File: src/rtl/cp0_vic_if.sv
// ---------------------------------------------------------------------------
// cp0_vic_if
// Bus between the integer pipeline and the cp0_vic coprocessor.
//   master : pipeline side (drives operation, register numbers, write data,
//            interrupt lines and the return address; receives read data and
//            the fetch redirect)
//   slave  : cp0_vic side
// Signals:
//   oper      [1:0]      00 none, 01 MFC0, 10 MTC0, 11 ERET
//   addr_r    [4:0]      read register number (ID stage)
//   data_r    [31:0]     read data, combinational
//   addr_w    [4:0]      write register number (EXE stage)
//   data_w    [31:0]     write data
//   ir_en                MEM stage holds an interruptible instruction
//   ir_in     [N_IRQ-1:0] level interrupt lines, active high
//   ret_addr  [31:0]     address saved to EPC when an interrupt is taken
//   jump_en              one-cycle fetch redirect pulse (registered)
//   jump_addr [31:0]     redirect target (registered)
// ---------------------------------------------------------------------------
interface cp0_vic_if #(
  parameter int unsigned N_IRQ = 6
);
  logic [1:0]       oper;
  logic [4:0]       addr_r;
  logic [31:0]      data_r;
  logic [4:0]       addr_w;
  logic [31:0]      data_w;
  logic             ir_en;
  logic [N_IRQ-1:0] ir_in;
  logic [31:0]      ret_addr;
  logic             jump_en;
  logic [31:0]      jump_addr;

  modport master (
    output oper, addr_r, addr_w, data_w, ir_en, ir_in, ret_addr,
    input  data_r, jump_en, jump_addr
  );

  modport slave (
    input  oper, addr_r, addr_w, data_w, ir_en, ir_in, ret_addr,
    output data_r, jump_en, jump_addr
  );
endinterface

File: src/rtl/cp0_vic.sv
// ---------------------------------------------------------------------------
// cp0_vic
// Coprocessor 0 with vectored interrupts: STATUS / CAUSE / EPC, N_IRQ masked
// level interrupt lines with fixed priority (highest index wins), ERET, and
// an optional COUNT / COMPARE timer interrupt that outranks every line.
//
// Ports:
//   clk    rising-edge clock
//   rst_n  asynchronous active-low reset
//   bus    cp0_vic_if.slave (see rtl/cp0_vic_if.sv)
//
// Parameters:
//   N_IRQ      number of external interrupt lines (1..7)
//   VEC_BASE   base address of the vector table
//   VEC_SHIFT  log2 of the byte stride between vector entries
//
// Build option:
//   CP0_TIMER_EN  when defined, COUNT/COMPARE/TI are implemented; otherwise
//                 they read 0, ignore writes, and the timer never interrupts.
// ---------------------------------------------------------------------------
module cp0_vic #(
  parameter int unsigned N_IRQ     = 6,
  parameter logic [31:0] VEC_BASE  = 32'h0000_0100,
  parameter int unsigned VEC_SHIFT = 5
) (
  input  logic     clk,
  input  logic     rst_n,
  cp0_vic_if.slave bus
);

  typedef enum logic [1:0] {
    OP_NONE = 2'b00,
    OP_MFC0 = 2'b01,
    OP_MTC0 = 2'b10,
    OP_ERET = 2'b11
  } oper_e;

  typedef enum logic [4:0] {
    REG_COUNT   = 5'd9,
    REG_COMPARE = 5'd11,
    REG_STATUS  = 5'd12,
    REG_CAUSE   = 5'd13,
    REG_EPC     = 5'd14
  } cp0_reg_e;

  // Operating mode mirrors STATUS.EXL.
  typedef enum logic {
    MODE_RUN     = 1'b0,
    MODE_HANDLER = 1'b1
  } mode_e;

  // IM / IP span the N_IRQ lines plus the timer bit on top.
  localparam int unsigned IMW  = N_IRQ + 1;
  localparam int unsigned IDXW = 3;

  localparam logic [31:0] STATUS_WMASK = {{(23 - N_IRQ){1'b0}}, {IMW{1'b1}}, 6'b0, 2'b11};
`ifdef CP0_TIMER_EN
  localparam logic [31:0] TIMER_WMASK = 32'hFFFF_FFFF;
`else
  localparam logic [31:0] TIMER_WMASK = 32'h0000_0000;
`endif

  // -------------------------------------------------------------------------
  // State
  // -------------------------------------------------------------------------
  logic [N_IRQ-1:0] r_ip_q;
  logic             r_ie;
  logic [IMW-1:0]   r_im;
  mode_e            r_mode;
  logic [31:0]      r_epc;
  logic             r_jump_en;
  logic [31:0]      r_jump_addr;

  logic [31:0]      w_count;
  logic [31:0]      w_compare;
  logic             w_ti;

  // -------------------------------------------------------------------------
  // Decode
  // -------------------------------------------------------------------------
  oper_e w_oper;
  logic  w_mtc0;
  logic  w_eret;
  logic  w_wr_status;
  logic  w_wr_epc;
  logic  w_exl;

  assign w_oper      = oper_e'(bus.oper);
  assign w_mtc0      = (w_oper == OP_MTC0);
  assign w_eret      = (w_oper == OP_ERET);
  assign w_wr_status = w_mtc0 && (bus.addr_w == REG_STATUS);
  assign w_wr_epc    = w_mtc0 && (bus.addr_w == REG_EPC);
  assign w_exl       = (r_mode == MODE_HANDLER);

  // -------------------------------------------------------------------------
  // Pending, take and priority
  // -------------------------------------------------------------------------
  logic [IMW-1:0]  w_pend;
  logic            w_take;
  logic [IDXW-1:0] w_idx;
  logic [31:0]     w_vec_addr;

  assign w_pend = {w_ti, r_ip_q} & r_im;
  assign w_take = r_ie && !w_exl && bus.ir_en && (w_pend != '0);

  // NOTE: every variable assigned in always_comb gets a default first so no
  // path leaves it unassigned and no latch is inferred.
  always_comb begin
    w_idx = '0;
    // Ascending scan: the last (highest) set bit wins, so the timer on top
    // outranks every external line.
    for (int i = 0; i < int'(IMW); i++) begin
      if (w_pend[i]) w_idx = i[IDXW-1:0];
    end
  end

  assign w_vec_addr = VEC_BASE + ({{(32 - IDXW){1'b0}}, w_idx} << VEC_SHIFT);

  // -------------------------------------------------------------------------
  // Mode, STATUS, EPC, redirect
  // -------------------------------------------------------------------------
  // NOTE: sequential state uses non-blocking assignments so every register
  // samples the pre-edge values regardless of statement order.
  always_ff @(posedge clk or negedge rst_n) begin
    if (!rst_n) begin
      r_ip_q      <= '0;
      r_ie        <= 1'b0;
      r_im        <= '0;
      r_mode      <= MODE_RUN;
      r_epc       <= '0;
      r_jump_en   <= 1'b0;
      r_jump_addr <= '0;
    end else begin
      r_ip_q    <= bus.ir_in;
      r_jump_en <= 1'b0;

      // IE/IM always follow an MTC0 to STATUS; only EXL competes with take.
      if (w_wr_status) begin
        r_ie <= bus.data_w[0];
        r_im <= bus.data_w[8 +: IMW];
      end

      if (w_take) begin
        r_epc       <= bus.ret_addr;
        r_mode      <= MODE_HANDLER;
        r_jump_en   <= 1'b1;
        r_jump_addr <= w_vec_addr;
      end else begin
        if (w_wr_epc) r_epc <= bus.data_w;

        if (w_eret) begin
          r_mode      <= MODE_RUN;
          r_jump_en   <= 1'b1;
          r_jump_addr <= r_epc;
        end else if (w_wr_status) begin
          r_mode <= bus.data_w[1] ? MODE_HANDLER : MODE_RUN;
        end
      end
    end
  end

  // -------------------------------------------------------------------------
  // Optional timer
  // -------------------------------------------------------------------------
`ifdef CP0_TIMER_EN
  logic [31:0] r_count;
  logic [31:0] r_compare;
  logic        r_ti;
  logic        w_wr_count;
  logic        w_wr_compare;

  assign w_wr_count   = w_mtc0 && (bus.addr_w == REG_COUNT);
  assign w_wr_compare = w_mtc0 && (bus.addr_w == REG_COMPARE);

  always_ff @(posedge clk or negedge rst_n) begin
    if (!rst_n) begin
      r_count   <= '0;
      r_compare <= 32'hFFFF_FFFF;
      r_ti      <= 1'b0;
    end else begin
      // A software load replaces that cycle's increment.
      if (w_wr_count) r_count <= bus.data_w;
      else            r_count <= r_count + 32'd1;

      if (w_wr_compare) r_compare <= bus.data_w;

      // TI is sticky; only rewriting COMPARE acknowledges it.
      if (w_wr_compare)              r_ti <= 1'b0;
      else if (r_count == r_compare) r_ti <= 1'b1;
    end
  end

  assign w_count   = r_count;
  assign w_compare = r_compare;
  assign w_ti      = r_ti;
`else
  assign w_count   = '0;
  assign w_compare = '0;
  assign w_ti      = 1'b0;
`endif

  // -------------------------------------------------------------------------
  // Read port
  // -------------------------------------------------------------------------
  logic [31:0] w_status;
  logic [31:0] w_cause;
  logic [31:0] w_rd_raw;
  logic [31:0] w_wmask;
  logic        w_bypass;

  assign w_status = {{(23 - N_IRQ){1'b0}}, r_im, 6'b0, w_exl, r_ie};
  assign w_cause  = {{(23 - N_IRQ){1'b0}}, w_ti, r_ip_q, 8'b0};

  always_comb begin
    w_rd_raw = '0;
    w_wmask  = '0;
    case (bus.addr_r)
      REG_COUNT:   begin w_rd_raw = w_count;   w_wmask = TIMER_WMASK;  end
      REG_COMPARE: begin w_rd_raw = w_compare; w_wmask = TIMER_WMASK;  end
      REG_STATUS:  begin w_rd_raw = w_status;  w_wmask = STATUS_WMASK; end
      REG_CAUSE:   begin w_rd_raw = w_cause;   w_wmask = '0;           end
      REG_EPC:     begin w_rd_raw = r_epc;     w_wmask = '1;           end
      default:     begin w_rd_raw = '0;        w_wmask = '0;           end
    endcase
  end

  // Same-cycle MTC0 to the register being read: writable fields come from
  // data_w, read-only fields (e.g. all of CAUSE) keep their current value.
  assign w_bypass = w_mtc0 && (bus.addr_w == bus.addr_r);

  assign bus.data_r    = w_bypass ? ((bus.data_w & w_wmask) | (w_rd_raw & ~w_wmask))
                                  : w_rd_raw;
  assign bus.jump_en   = r_jump_en;
  assign bus.jump_addr = r_jump_addr;

endmodule
File: src/flat_wrapper.sv
// flat-port wrapper written by rule: the top's interface ports become plain ports
module cp0_vic_flat 
#(
  parameter int unsigned N_IRQ     = 6,
  parameter logic [31:0] VEC_BASE  = 32'h0000_0100,
  parameter int unsigned VEC_SHIFT = 5
)
  (clk, rst_n, bus_oper, bus_addr_r, bus_addr_w, bus_data_w, bus_ir_en, bus_ir_in, bus_ret_addr, bus_data_r, bus_jump_en, bus_jump_addr);
  cp0_vic_if #(.N_IRQ(N_IRQ)) bus_i ();
  input  logic clk;
  input  logic rst_n;
  input wire logic [$bits(bus_i.oper)-1:0] bus_oper;
  input wire logic [$bits(bus_i.addr_r)-1:0] bus_addr_r;
  input wire logic [$bits(bus_i.addr_w)-1:0] bus_addr_w;
  input wire logic [$bits(bus_i.data_w)-1:0] bus_data_w;
  input wire logic [$bits(bus_i.ir_en)-1:0] bus_ir_en;
  input wire logic [$bits(bus_i.ir_in)-1:0] bus_ir_in;
  input wire logic [$bits(bus_i.ret_addr)-1:0] bus_ret_addr;
  output wire logic [$bits(bus_i.data_r)-1:0] bus_data_r;
  output wire logic [$bits(bus_i.jump_en)-1:0] bus_jump_en;
  output wire logic [$bits(bus_i.jump_addr)-1:0] bus_jump_addr;
  assign bus_i.oper = bus_oper;
  assign bus_i.addr_r = bus_addr_r;
  assign bus_i.addr_w = bus_addr_w;
  assign bus_i.data_w = bus_data_w;
  assign bus_i.ir_en = bus_ir_en;
  assign bus_i.ir_in = bus_ir_in;
  assign bus_i.ret_addr = bus_ret_addr;
  assign bus_data_r = bus_i.data_r;
  assign bus_jump_en = bus_i.jump_en;
  assign bus_jump_addr = bus_i.jump_addr;
  cp0_vic #(.N_IRQ(N_IRQ), .VEC_BASE(VEC_BASE), .VEC_SHIFT(VEC_SHIFT)) u_core (.clk(clk), .rst_n(rst_n), .bus(bus_i));
endmodule
File: config.mk
export PLATFORM = sky130hd
export DESIGN_NAME = cp0_vic_flat
export DESIGN_NICKNAME = d
export VERILOG_FILES = /design/src/rtl/cp0_vic_if.sv /design/src/rtl/cp0_vic.sv /design/src/flat_wrapper.sv
export SDC_FILE = /design/constraint.sdc
export NUM_CORES = 1
export LEC_CHECK = 0
export CAP_MARGIN = 10
export CORE_AREA = 2 2 115 83
export DETAILED_ROUTE_END_ITERATION = 10
export DIE_AREA = 0 0 117 85
export DONT_BUFFER_PORTS = 1
export PLACE_DENSITY = 0.74
export SLEW_MARGIN = 20
export SYNTH_ARGS = -nofsm -noshare
export SYNTH_HDL_FRONTEND = slang
export SYNTH_SLANG_ARGS = --single-unit
File: constraint.sdc
create_clock -name clk -period 2.75 [get_ports clk]
set_input_delay 0.275 -clock clk [delete_from_list [all_inputs] [get_ports clk]]
set_output_delay 0.275 -clock clk [all_outputs]
set_load 0.02 [all_outputs]
==> results.md <==
* Max-cap viol count at 0
* Clk sink count at 80
* RR Startpoint: u_core.r_ip_q[5]
* Syn Std Cell Area at 4340 um^2
* Synth-to-layout area growth at 16.5%
* Worst EP required at 2.48 ns
* Vias in the first global route at roughly 3,600
* Cell Pwr Density at between 800 and 900 nW/um^2
* Post-cts sizing count at 0
* Drt initial violations at 242
* Min-Delay Path Depth at 2
* # port buffers at 0
* Register area at roughly 2000 um^2
* Status: finished clean
* Switching pwr at 1.55 mW
* Most common cell after layout, fill and taps aside: nand2_1
* Int Pwr at approximately 2.7 mW
* Sequential power share at 52.8%
* Core Rows at 29
* Yosys reg bits at 80
* Period utilization at 81.3%
* Crit start category: input port
* Net Sw Frac at a little over a third
* Most frequent cells in the layout: nand2_1 (96), dfrtp_1 (80), buf_4 (41)
* HP Start: bus_ret_addr[11]
* Antenna cells at 0
* Vias per std cell at roughly 6.0
* R2R cell count at 5
* Final Skew at 0.00733 ns
* Critical Path End Type: output port
* CTS tree: yes
* Depth of the CTS H-tree at 3
* I/O pins at 150
* Pins Over Slew Limit at 0
* Core ar. at 8890 um^2
* Worst Path Arrival at 1.96 ns
* Die width at 117 um
* DRT Wirelength at 12.9 mm
* Crit path launch: bus_addr_r[0]
* Clock Tree Buf Depth at 2
* Remaining global-route overflow at 0
* Tightest Hold Check Type: input port to register
* Hold Vio Cnt, Final at 0
* Layout cell share with drive strength beyond 1 at between 10% and 20%
* Synth cell types at 38
* Total clock buffers created by CTS at 9
* Syn_area_per_cell at slightly above 9 um^2
* Synth warn at 0
* Yosys top cell area share at 46.2%
* Hpwl dp at around 9.0 mm
* VDD IR max at 0.599 mV
* Post-synth EDFFs at 0
* Worst-path fanout max at 11
* Initial Utilization at 48.8%
* Part of the Yosys area used for sequential elements at 46.2%
* Cells after Synth at 471
* Leak at 2.03 nW
* Clock root buffer: clkbuf_16
* Ys async rst share at 100%
* Setup TNS Final at 0 ns
* Clk_lat worst skew at 0.35 ns
* Remaining antenna violation count at 0
* Synth top area cells: dfrtp_1 (46%), mux2i_1 (8.5%), nand2_1 (8.3%), a21oi_1 (4.2%), a21boi_1 (4.0%)
* Final setup violation count at 0
* Global-route wire length before repair at 20.2 mm
* Crit path kind: input port to output port
* Worst flop-to-flop path endpoint: u_core.bus.jump_addr[5]
* Worst-Margin Slew at slightly above 0.9 ns
* # DRC at 0
* Logic gate share of total power at 19.4%
* Drt wl/cell at roughly 21 um
* Maximum clock rate at 447 MHz
* Hold Path End: u_core.r_epc[11]
* Largest net degree at the start of global routing at a little over 80
* Die height at 85 um
* Nets at 580
* Router iterations before antenna repair at 5
* Top FF cell, synth: dfrtp_1
* Syn_nets at 556
* Unrepaired setup endpoints after global routing: no
* Tmin final at 2.24 ns
* Overall global routing resource usage at 26.6%
* CTS clock-pin slew for the worst setup and hold paths at 0.06 ns
* Die area at 9950 um^2
* Slew Limit Headroom at between 30% and 40%
* Vias at 3,762
* R2R Setup Slk at about 0.90 ns
* Core Util, Final at between 50% and 60%
* Fill count at 798
* Clk network pwr share at between 20% and 30%
* Yosys top cell by area: dfrtp_1
* Final GP Congestion at a little over 0.9
* Tot Pwr at 4.25 mW
* Footprint of the multi-input gates at 2130 um^2
* Initial antenna violation count at 0
power groups by stage:
stage / clock network (mW) / logic (mW) / registers [mW]
after detailed placement: 0 / 0.790 / 2.25
after floorplan: 0 / 0.644 / 2.09
after global placement: 0 / 0.742 / 2.23
after CTS: 1.20 / 0.833 / 2.23
after global routing: 1.26 / 0.943 / 2.30
final: 1.18 / 0.825 / 2.24
flip-flops by register name, indices dropped and copies added (netlist names):
| signal | count |
|---|---|
| u_core.bus.jump_en | 1 |
| u_core.r_im | 7 |
| u_core.r_ip_q | 6 |
| u_core.r_epc | 32 |
| u_core.r_mode | 1 |
| u_core.r_ie | 1 |
| u_core.bus.jump_addr | 32 |
what timing repair did:
| item | 4_1_cts | 5_1_grt |
|---|---|---|
| hold endpoints to repair | 86 | 0 |
| hold buffers | 8 | 0 |
| buffers inserted | 0 | 0 |
layer usage:
layer	track usage, %	part of all wire [%]	vias up
met5	0	0	-
met4	5.88	1.3	0
met3	13.5	13	18
met2	39.4	45	202
met1	35.1	41	1836
li1	-	-	1706
cell usage after synthesis (all sizes together) (6+ instances only):
master	count
nand3	23
mux2	8
buf	14
clkbuf	24
a221oi	6
o31ai	6
a21oi	36
inv	7
nand2	96
dfrtp	80
a21boi	23
o21ai	55
mux2i	37
o41ai	6
nor2b	7
cell families after synthesis:
logic type	Yosys count	synth area share (%)
flops	80	46.2
mux	45	11.3
xor+xnor	5	1.01
simple gates	150	16.1
buf+inv	45	5.02
compound gates	146	20.3
layout make-up:
cell class                      count  share of cell area (%)
Clock buffer                       10                    4.53
Clock inverter                      6                    1.19
Inverter                            7                   0.520
Multi-Input combinational cell    346                    42.2
Sequential cell                    80                    39.6
Tap cell                          124                    3.07
Timing Repair Buffer               51                    8.82
how the worst max path moves through the flow:
| stage | end | slack (ns) |
|---|---|---|
| after floorplan | bus_data_r[0] | 0.76 |
| after global placement | bus_data_r[14] | 0.68 |
| after detailed placement | bus_data_r[14] | 0.63 |
| after CTS | bus_data_r[8] | 0.60 |
| after global routing | bus_data_r[8] | 0.40 |
| final | bus_data_r[12] | 0.51 |
through the flow:
stage          worst slack [ns]  cell area (um^2)  instances  hold WS [ns]
6_report                  0.514              5050        624        0.0491
5_1_grt                   0.404              5050        624        0.0417
4_1_cts                   0.600              5050        624        0.0422
3_5_place_dp              0.626              4660        600       -0.0188
3_3_place_gp              0.683              4660        600       -0.0185
2_1_floorplan             0.758              4340        471       -0.0206
critical path, cell delays in order:
cell,delay (ns)
nand4bb_1,0.46
nand4b_1,0.52
o41ai_1,0.43
a21oi_1,0.09
buf_4,0.18
Power figures use the tool's default switching activity.
